## src/rtl/score_pkg.sv

```systemverilog
// Shared types and constants for the numeric score field drawer.
package score_pkg;
  localparam logic [7:0] TRANSPARENT_ENCODING = 8'h00;
  localparam int GLYPH_W = 16;
  localparam int GLYPH_H = 16;

  typedef enum logic {IDLE, ADD} score_state_t;
  typedef logic [3:0] bcd_digit_t;

  function automatic logic in_rng(input logic [3:0] v, input logic [3:0] lo,
                                  input logic [3:0] hi);
    return (v >= lo) && (v <= hi);
  endfunction
endpackage

```

## src/rtl/digit_font.sv

```systemverilog
// 16x16 one-bit glyphs for the decimal digits 0..9, built from seven
// two-pixel-thick bars; codes 10..15 are blank.
module digit_font
  import score_pkg::*;
(
  input  bcd_digit_t digit,
  input  logic [3:0] row,
  input  logic [3:0] col,
  output logic       pixel
);
  logic [6:0] w_segs;
  logic [6:0] w_hit;

  // Bar order {a,b,c,d,e,f,g}: top, upper-right, lower-right, bottom,
  // lower-left, upper-left, middle.
  always_comb begin
    case (digit)
      4'd0:    w_segs = 7'h7E;
      4'd1:    w_segs = 7'h30;
      4'd2:    w_segs = 7'h6D;
      4'd3:    w_segs = 7'h79;
      4'd4:    w_segs = 7'h33;
      4'd5:    w_segs = 7'h5B;
      4'd6:    w_segs = 7'h5F;
      4'd7:    w_segs = 7'h70;
      4'd8:    w_segs = 7'h7F;
      4'd9:    w_segs = 7'h7B;
      default: w_segs = 7'h00;
    endcase
  end

  always_comb begin
    w_hit[6] = in_rng(row, 4'd1, 4'd2)   && in_rng(col, 4'd3, 4'd12);
    w_hit[5] = in_rng(col, 4'd11, 4'd12) && in_rng(row, 4'd1, 4'd7);
    w_hit[4] = in_rng(col, 4'd11, 4'd12) && in_rng(row, 4'd8, 4'd14);
    w_hit[3] = in_rng(row, 4'd13, 4'd14) && in_rng(col, 4'd3, 4'd12);
    w_hit[2] = in_rng(col, 4'd3, 4'd4)   && in_rng(row, 4'd8, 4'd14);
    w_hit[1] = in_rng(col, 4'd3, 4'd4)   && in_rng(row, 4'd1, 4'd7);
    w_hit[0] = in_rng(row, 4'd7, 4'd8)   && in_rng(col, 4'd3, 4'd12);
  end

  assign pixel = |(w_segs & w_hit);
endmodule

```

## src/rtl/score_digits.sv

```systemverilog
// BCD score register with serial digit-per-clock adder and a frame-latched
// glyph renderer for the score field.
//   state | meaning
//   IDLE  | waiting for a point add; addReady high unless clearing
//   ADD   | adding carry into digit r_idx, one digit per clock
module score_digits
  import score_pkg::*;
#(
  parameter int         NUM_DIGITS  = 4,
  parameter int         TOP_LEFT_X  = 64,
  parameter int         TOP_LEFT_Y  = 0,
  parameter logic [7:0] DIGIT_COLOR = 8'hFF
) (
  input  logic                    clk,
  input  logic                    resetN,
  input  logic                    startOfFrame,
  input  logic [10:0]             pixelX,
  input  logic [10:0]             pixelY,
  input  logic                    addValid,
  input  logic [3:0]              pointsValue,
  output logic                    addReady,
  input  logic                    clearScore,
  output logic [4*NUM_DIGITS-1:0] score_bcd,
  output logic                    overflow,
  output logic                    drawingRequest,
  output logic [7:0]              RGBout
);
  localparam logic [2:0] LAST_IDX = 3'(NUM_DIGITS - 1);

  score_state_t                  r_state, w_state_nxt;
  logic [2:0]                    r_idx, w_idx_nxt;
  logic [3:0]                    r_carry, w_carry_nxt;
  bcd_digit_t [NUM_DIGITS-1:0]   r_score, w_score_nxt;
  bcd_digit_t [NUM_DIGITS-1:0]   r_shadow;
  logic                          r_overflow, w_ovf_nxt;
  logic [7:0]                    r_rgb;
  bcd_digit_t                    w_cur;
  logic [4:0]                    w_sum;

  assign addReady  = (r_state == IDLE) && !clearScore;
  assign score_bcd = r_score;
  assign overflow  = r_overflow;

  always_comb begin
    w_state_nxt = r_state;
    w_idx_nxt   = r_idx;
    w_carry_nxt = r_carry;
    w_score_nxt = r_score;
    w_ovf_nxt   = r_overflow;
    w_cur       = '0;
    for (int k = 0; k < NUM_DIGITS; k++)
      if (r_idx == 3'(k)) w_cur = r_score[k];
    w_sum = {1'b0, w_cur} + {1'b0, r_carry};

    if (clearScore) begin
      w_state_nxt = IDLE;
      w_idx_nxt   = '0;
      w_carry_nxt = '0;
      w_score_nxt = '0;
      w_ovf_nxt   = 1'b0;
    end else begin
      case (r_state)
        IDLE: begin
          if (addValid && addReady) begin
            w_carry_nxt = (pointsValue > 4'd9) ? 4'd9 : pointsValue;
            w_idx_nxt   = '0;
            w_state_nxt = ADD;
          end
        end
        ADD: begin
          for (int k = 0; k < NUM_DIGITS; k++)
            if (r_idx == 3'(k))
              w_score_nxt[k] = (w_sum > 5'd9) ? 4'(w_sum - 5'd10) : w_sum[3:0];
          w_carry_nxt = (w_sum > 5'd9) ? 4'd1 : 4'd0;
          w_idx_nxt   = r_idx + 3'd1;
          if (r_idx == LAST_IDX) begin
            w_state_nxt = IDLE;
            w_idx_nxt   = '0;
            // Carry out of the top digit saturates the whole field.
            if (w_sum > 5'd9) begin
              w_score_nxt = {NUM_DIGITS{4'd9}};
              w_ovf_nxt   = 1'b1;
            end
          end
        end
        default: w_state_nxt = IDLE;
      endcase
    end
  end

  always_ff @(posedge clk or negedge resetN) begin
    if (!resetN) begin
      r_state    <= IDLE;
      r_idx      <= '0;
      r_carry    <= '0;
      r_score    <= '0;
      r_overflow <= 1'b0;
    end else begin
      r_state    <= w_state_nxt;
      r_idx      <= w_idx_nxt;
      r_carry    <= w_carry_nxt;
      r_score    <= w_score_nxt;
      r_overflow <= w_ovf_nxt;
    end
  end

  // Pixel path: 12-bit differences wrap far above the field when left/above it.
  logic [11:0]         w_dx, w_dy;
  logic                w_inside;
  logic [2:0]          w_sel;
  logic [NUM_DIGITS-1:0] w_blank;
  logic                w_zero_run;
  bcd_digit_t          w_glyph_digit;
  logic                w_glyph_blank;
  logic                w_font_px;

  assign w_dx     = {1'b0, pixelX} - 12'(TOP_LEFT_X);
  assign w_dy     = {1'b0, pixelY} - 12'(TOP_LEFT_Y);
  assign w_inside = (w_dx < 12'(GLYPH_W * NUM_DIGITS)) && (w_dy < 12'(GLYPH_H));
  assign w_sel    = LAST_IDX - w_dx[6:4];

  always_comb begin
    w_blank    = '0;
    w_zero_run = 1'b1;
    for (int k = NUM_DIGITS - 1; k >= 1; k--) begin
      w_zero_run = w_zero_run && (r_shadow[k] == 4'd0);
      w_blank[k] = w_zero_run;
    end
    w_glyph_digit = '0;
    w_glyph_blank = 1'b0;
    for (int k = 0; k < NUM_DIGITS; k++)
      if (w_sel == 3'(k)) begin
        w_glyph_digit = r_shadow[k];
        w_glyph_blank = w_blank[k];
      end
  end

  digit_font u_font (
    .digit (w_glyph_digit),
    .row   (w_dy[3:0]),
    .col   (w_dx[3:0]),
    .pixel (w_font_px)
  );

  always_ff @(posedge clk or negedge resetN) begin
    if (!resetN) begin
      r_shadow <= '0;
      r_rgb    <= TRANSPARENT_ENCODING;
    end else begin
      if (startOfFrame) r_shadow <= r_score;
      r_rgb <= (w_inside && w_font_px && !w_glyph_blank) ? DIGIT_COLOR
                                                         : TRANSPARENT_ENCODING;
    end
  end

  assign RGBout         = r_rgb;
  assign drawingRequest = (r_rgb != TRANSPARENT_ENCODING);
endmodule

```

## config.mk

```make
export PLATFORM = sky130hd
export DESIGN_NAME = score_digits
export DESIGN_NICKNAME = d
export VERILOG_FILES = /design/src/rtl/score_pkg.sv /design/src/rtl/digit_font.sv /design/src/rtl/score_digits.sv
export SDC_FILE = /design/constraint.sdc
export NUM_CORES = 1
export LEC_CHECK = 0
export CORE_ASPECT_RATIO = 2
export CORE_MARGIN = 5
export CORE_UTILIZATION = 30
export DETAILED_ROUTE_END_ITERATION = 8
export SETUP_SLACK_MARGIN = 0.1
export SYNTH_ARGS = -nofsm -noshare
export SYNTH_HDL_FRONTEND = slang
export SYNTH_SLANG_ARGS = --single-unit
export TNS_END_PERCENT = 100
```

## constraint.sdc

```tcl
create_clock -name clk -period 4.9 [get_ports clk]
set_input_delay 0.735 -clock clk [delete_from_list [all_inputs] [get_ports clk]]
set_output_delay 0.735 -clock clk [all_outputs]
set_load 0.01 [all_outputs]
```

==> Word-level counts from Yosys, hierarchy flattened <==
Memories as Yosys holds them, arrays and structs flattened.
Cells that the tools add are included.
{ "totals": {"inputBits": 31, "latchBits": 0, "rom_bits": 112, "mem_bits_rw": 0, "n_memories": 1, "out_inout_bits": 27, "ff_bits": 49} }
{ "classes": {"magnitude_cmp": 16, "n_addsub": 5, "mux": 38, "n_bitwise": 2, "n_div": 0, "n_reduce_logical": 35, "shift": 0, "n_eq_ne": 7, "mul": 0} }
{ "memory_table": {"columns": ["memory", "depth", "word_bits", "read_ports", "rd_clocked_by_memory_dff", "write_ports", "line", "text"], "rows": [
  ["(name not given)", 16, 7, 1, 0, 0, "digit_font.sv:17", "case (digit)"]
]} }
{ "ops": {"columns": ["op", "n"], "rows": [
  ["$mux W16", 4],
  ["$mux W4", 16],
  ["$logic_and A1 B1 Y1", 22],
  ["$eq A3 B2 Y1 const B", 4],
  ["$ge A4 B4 Y1 const B", 3],
  ["$le A4 B4 Y1 const B", 3],
  ["$logic_not A4 Y1", 3],
  ["$lt A12 B7 Y1 const B", 1],
  ["$sub A11 B7 Y12 const B", 1],
  ["$lt A11 B5 Y1 const B", 1],
  ["$mux W1", 11],
  ["$mux W3", 3],
  ["$le A4 B3 Y1 const B", 2],
  ["$mux W8", 1],
  ["$pmux W4 S2", 1],
  ["$reduce_bool A8 Y1", 1],
  ["$and A7 B7 Y7", 1],
  ["$reduce_or A7 Y1", 1],
  ["$eq A3 B1 Y1 const B", 2],
  ["$logic_not A3 Y1", 2],
  ["$pmux W3 S2", 1],
  ["$reduce_bool A2 Y1", 3],
  ["$add A4 B4 Y5", 1],
  ["$gt A5 B4 Y1 const B", 1],
  ["other kinds (13)", 14]
]} }

==> Depth between registers and ports, before layout <==
{ "logic_depth": {"depth_word": 13, "mapped_depth": 16, "depth_no_buf": 15} }

==> Hierarchy <==
Synthesis repeated with hierarchy kept, for this count alone.
{ "hier_totals": {"cells_unflattened": 299, "hier_area_um2": 2989.1} }
{ "modules_own_cells": {"columns": ["module", "cells_each", "area_per_inst_um2", "seq_area_each_um2", "n_inst"], "rows": [
  ["score_digits", 253, 2597.5, 1051.0, 1],
  ["digit_font", 46, 391.6, 0.0, 1]
]} }

==> Worst setup path after synthesis <==
No wires, ideal clock.
{ "synth_timing": {"path_type": "register to register", "start": "reg r_idx[1]", "end": "reg r_score, in the netlist score_bcd[0]", "path_slack_ns": 1.626, "path_buffers": 1, "setup_ns": 0.104, "stages_incl_launch_ff": 16, "arrival_time_ns": 3.170, "path_cell_list": "dfrtp_1 inv_1 ha_1 clkbuf_1 nor2_1 a221oi_1 a211o_1 a21oi_1 ha_1 fa_1 xnor2_1 ha_1 nand2b_1 o21bai_2 a21oi_1 a221oi_1"} }
{ "synth_between": {"elab_chain_len": 13, "word_cells_on_any_way": 17, "classes_between": "add/sub (2); order compare (1); eq/ne (3); mux (10); reduce/logical (1)"} }
{ "synth_rtl": {"columns": ["element", "line", "text"], "rows": [
  ["start, declared", "score_digits.sv:31", "logic [2:0] r_idx, w_idx_nxt;"],
  ["start signal, assigned", "score_digits.sv:100", "r_idx <= w_idx_nxt;"],
  ["$logic_not A3 Y1", "score_digits.sv:52, score_digits.sv:72", null],
  ["$mux W4 (4 in a row)", "score_digits.sv:52", "if (r_idx == 3'(k)) w_cur = r_score[k];"],
  ["$add A4 B4 Y5", "score_digits.sv:53", "w_sum = {1'b0, w_cur} + {1'b0, r_carry};"],
  ["$sub A4 B4 Y4 or $gt A5 B4 Y1 (tied branches)", "score_digits.sv:73, score_digits.sv:80", null],
  ["$mux W4", "score_digits.sv:73", "w_score_nxt[k] = (w_sum > 5'd9) ? 4'(w_sum - 5'd10) : w_sum[3:0];"],
  ["$mux W4", "score_digits.sv:72", "if (r_idx == 3'(k))"],
  ["$mux W16", "score_digits.sv:80", "if (w_sum > 5'd9) begin"],
  ["$mux W16 *", "score_digits.sv:76", "if (r_idx == LAST_IDX) begin"],
  ["$mux W16 *", "score_digits.sv:62", "case (r_state)"],
  ["$mux W16 *", "score_digits.sv:55", "if (clearScore) begin"],
  ["end signal, assigned", "score_digits.sv:102", "r_score <= w_score_nxt;"],
  ["end, declared", "score_digits.sv:33", "bcd_digit_t [NUM_DIGITS-1:0] r_score, w_score_nxt;"]
]} }
Mark *: on every way between the ends. The rest lies on a longest branch, timed or not. The select of a mux whose other input is x is not followed.
A chain may end at the register's enable or synchronous reset.

==> Final worst setup path <==
{ "layout_timing": {"start": "reg r_idx[1]", "end": "reg r_score, in the netlist score_bcd[1]"} }
The elaborated chain is that of the path after synthesis.

==> out/summary.txt <==
======================================================================================
Most used flip-flop cell after synthesis                                       dfrtp_1
Pre-antenna DRT Iters                                                                4
Antenna violations before repair                                                     0
Ratio of final minimum period to clock period                                    0.765
Chip width                                                                78.5 microns
Logic depth of the worst path, buffers included                                     14
RSZ-0062 raised after global routing                                             false
DIE AREA                                                                   11500 sq um
Max-slew headroom at the worst pin                                               0.367
Fillcell total                                                                     914
Buffers inserted during post-CTS setup optimization                                  0
Total wirelength of the detailed-routed design                            7940 microns
Clock tree from TritonCTS                                                          yes
Worst vdd ir                                                                  0.259 mV
Leak                                                                           1.55 nW
Final Wtd Congestion                                                             0.826
Finished Layout Cells                                                              433
Count leader, synth                                                            dfrtp_1
Worst Path Arrival                                                             3.97 ns
Count of pins over their slew limit                                                  0
Endpoints failing setup                                                              0
Number of buffers added by the clock tree synthesis step                             5
Capturing point of the worst reg2reg path                                 score_bcd[1]
Avg Inst Size Synth                                                         9.81 sq um
Total congestion overflow after global routing                                       0
Path depth of the worst reg2reg path                                                14
Type of the tightest min-delay check                                        reg -> reg
Kind of end point of the critical path                                            flop
Input/output buffers                                                                57
Maximum root-to-sink buffer count                                                    2
Setup Crit Path Kind                                                        reg -> reg
Core area                                                                   9260 sq um
Result of the run                                                         finished clean
Count of state elements after synthesis                                             42
Gate family responsible for the most delay along the worst path            adder cells
Area leader, netlist                                                           dfrtp_1
R2r startpoint                                                                r_idx[1]
HPWL after DPL                                                            6230 microns
Via count                                                                         2406
Final sum of negative setup slack                                                 0 ns
Number of enable flip-flop cells after synthesis                                     0
Placed insts                                                                       425
CP bufs+invs                                                                         1
Transition time of the tightest slew-check pin                                0.950 ns
Initial cell density of the core                                                 0.304
Async set or reset register ratio after synthesis                                 1.00
Synth Instances                                                                    287
CP Max Fanout                                                                       11
Final Hold Fails                                                                     0
Hold Buf Count CTS                                                                   0
Maximum number of pins on one net before global-route repair                        43
Leading cell types by total area after synthesis                          dfrtp_1 37%, mux2_2 6.8%, ha_1 6.7%
Most frequent CP cell                                                             ha_1
Area delta synth->final                                                          27.2%
Number of global-route vias before repair                                         2549
Highest Signal Layer                                                              met4
CP Data Required Time                                                          5.12 ns
Cell at the root of the clock tree                                           clkbuf_16
Minimum clock period                                                           3.75 ns
Number of routed nets with antenna violations                                        0
Fraction of layout cells with a size suffix above 1                              0.119
Total number of clock tree sinks                                                    42
Synthesized net count                                                              334
Iteration-0 DRC count of the detailed router                                        89
FMAX                                                                         0.267 GHz
Synth top area share                                                             0.373
Yosys cell types                                                                    61
CTS H-tree depth                                                                     2
Post-route clock skew                                                       0.00554 ns
DR WL met2                                                                4430 microns
Critical path endpoint                                                    score_bcd[1]
CP Launch Point                                                               r_idx[1]
Total design power                                                              954 uW
Worst setup SP type                                                               flop
Most numerous cell types in the synthesized netlist                       42 x dfrtp_1, 26 x nor2_1, 18 x a21oi_1, 17 x mux2_2, 15 x ha_1
Count of boundary I/O pins                                                          58
Total number of yosys warnings                                                       0
Final routed DRC violation total                                                     0
Library cell contributing the largest single delay on the critical path           fa_1
Total length of routed met3 wires                                          422 microns
Post-CTS sizing                                                                      0
Ordered list of cells on the worst path                                   inv_1 > ha_1 > nor2_1 > a221oi_1 > a211o_1 > a21oi_1 > ha_1 > fa_1 > xnor2_1 > ha_1 > nand2b_1 > o21bai_2 > mux2i_1 > a32o_1
Post-Route M1 WL                                                          2760 microns
Standard-cell rows                                                                  50
Max incr delay on CP                                                           0.42 ns
Post-detailed-route via-to-cell ratio                                             5.56
Clock-pin transition on the worst setup and hold timing paths                  0.06 ns
Number of violations of the max-capacitance limit                                    0
Worst-Skew Late Latency                                                        0.29 ns
Total power per unit cell area                                             266 nW/um^2
Area of the mapped netlist                                                  2820 sq um
Total routing resource utilization after global routing                          0.147
First-pass GRT wire length                                                13200 microns
Final Net Count                                                                    375
Vertical extent of the die                                                 147 microns
Antenna diode instance count                                                         0
Fraction of the yosys area taken by sequential cells                             0.373
Routed len/inst                                                           18.3 microns
Minimum setup slack among reg-to-reg paths                                     1.15 ns
======================================================================================
## kinds of logic (layout without fill, tap and decap cells)
family	after synthesis	in the layout	synth area share
xor gates and xnor gates	3	3	0.00933
DFF	42	42	0.373
adders and majority gates	16	16	0.0737
and+or+nand+nor	88	88	0.162
buffers and inverters	38	80	0.0657
AOI/OAI and AO/OA	72	72	0.196
muxes	28	28	0.120
## where the power goes
| part | internal [mW] | switching, mW |
|---|---|---|
| clock network | 0.306 | 0.136 |
| registers | 0.356 | 0.0110 |
| logic | 0.0691 | 0.0764 |
| total | 0.731 | 0.224 |
## routing by layer
layer  track usage  vias up
li1              -     1144
met1         0.140     1156
met2         0.279       85
met3        0.0331       21
met4        0.0806        0
met5             0        -
## layout make-up
class | count | area, sq um | area share
well taps | 104 | 130 | 0.0363
inverters | 15 | 56.3 | 0.0157
repair buffers | 57 | 566 | 0.158
clock inverters | 2 | 60.1 | 0.0168
clock buffers | 6 | 139 | 0.0388
multi-input cells | 207 | 1580 | 0.441
flip-flops and latches | 42 | 1050 | 0.293
## worst register-to-register path, stage by stage (launching register included)
cell and delay [ns]:
dfrtp_1 0.40, inv_1 0.11, ha_1 0.40, nor2_1 0.10, a221oi_1 0.28, a211o_1 0.13
a21oi_1 0.07, ha_1 0.24, fa_1 0.42, xnor2_1 0.20, ha_1 0.24, nand2b_1 0.18
o21bai_2 0.33, mux2i_1 0.39, a32o_1 0.19
## metrics by stage
step / setup slack, ns / util / instance area (sq um) / hold slack [ns]
floorplan: 1.63 / - / 2820 / 0.439
global placement: 1.32 / 0.365 / 3380 / 0.491
detailed placement: 1.24 / 0.365 / 3380 / 0.488
CTS: 1.19 / 0.387 / 3580 / 0.508
global route: 0.889 / 0.387 / 3580 / 0.531
finish: 1.15 / 0.387 / 3580 / 0.509
## worst min path at each step
stage | start | end | depth (start not counted)
after floorplan | resetN | RGBout[6] | 0
after global placement | overflow | overflow | 2
after detailed placement | overflow | overflow | 2
after CTS | r_shadow[1] | r_shadow[1] | 1
after global routing | r_shadow[1] | r_shadow[1] | 1
final | r_shadow[1] | r_shadow[1] | 1
## flip-flops by register name, summed over array words and instances (netlist names)
signal,cells
overflow,1
score_bcd,16
r_shadow,16
r_carry,4
r_idx,3
RGBout,1
r_state,1
## cell usage in the layout (no fill, tap or decap), types with 5 or more instances in the layout
cell             count
nand3_1              5
mux2_2              17
a221oi_1             8
mux2i_1              8
a211oi_1             5
nor3_1               7
a21oi_1             18
nor2_1              26
clkdlybuf4s50_1     56
dfrtp_1             42
nor4_1               7
inv_1               14
ha_1                15
nand2_1             14
nor2b_1              7
a32o_1               6
clkbuf_16            5
Note: power is estimated with default switching activity, not from simulation.
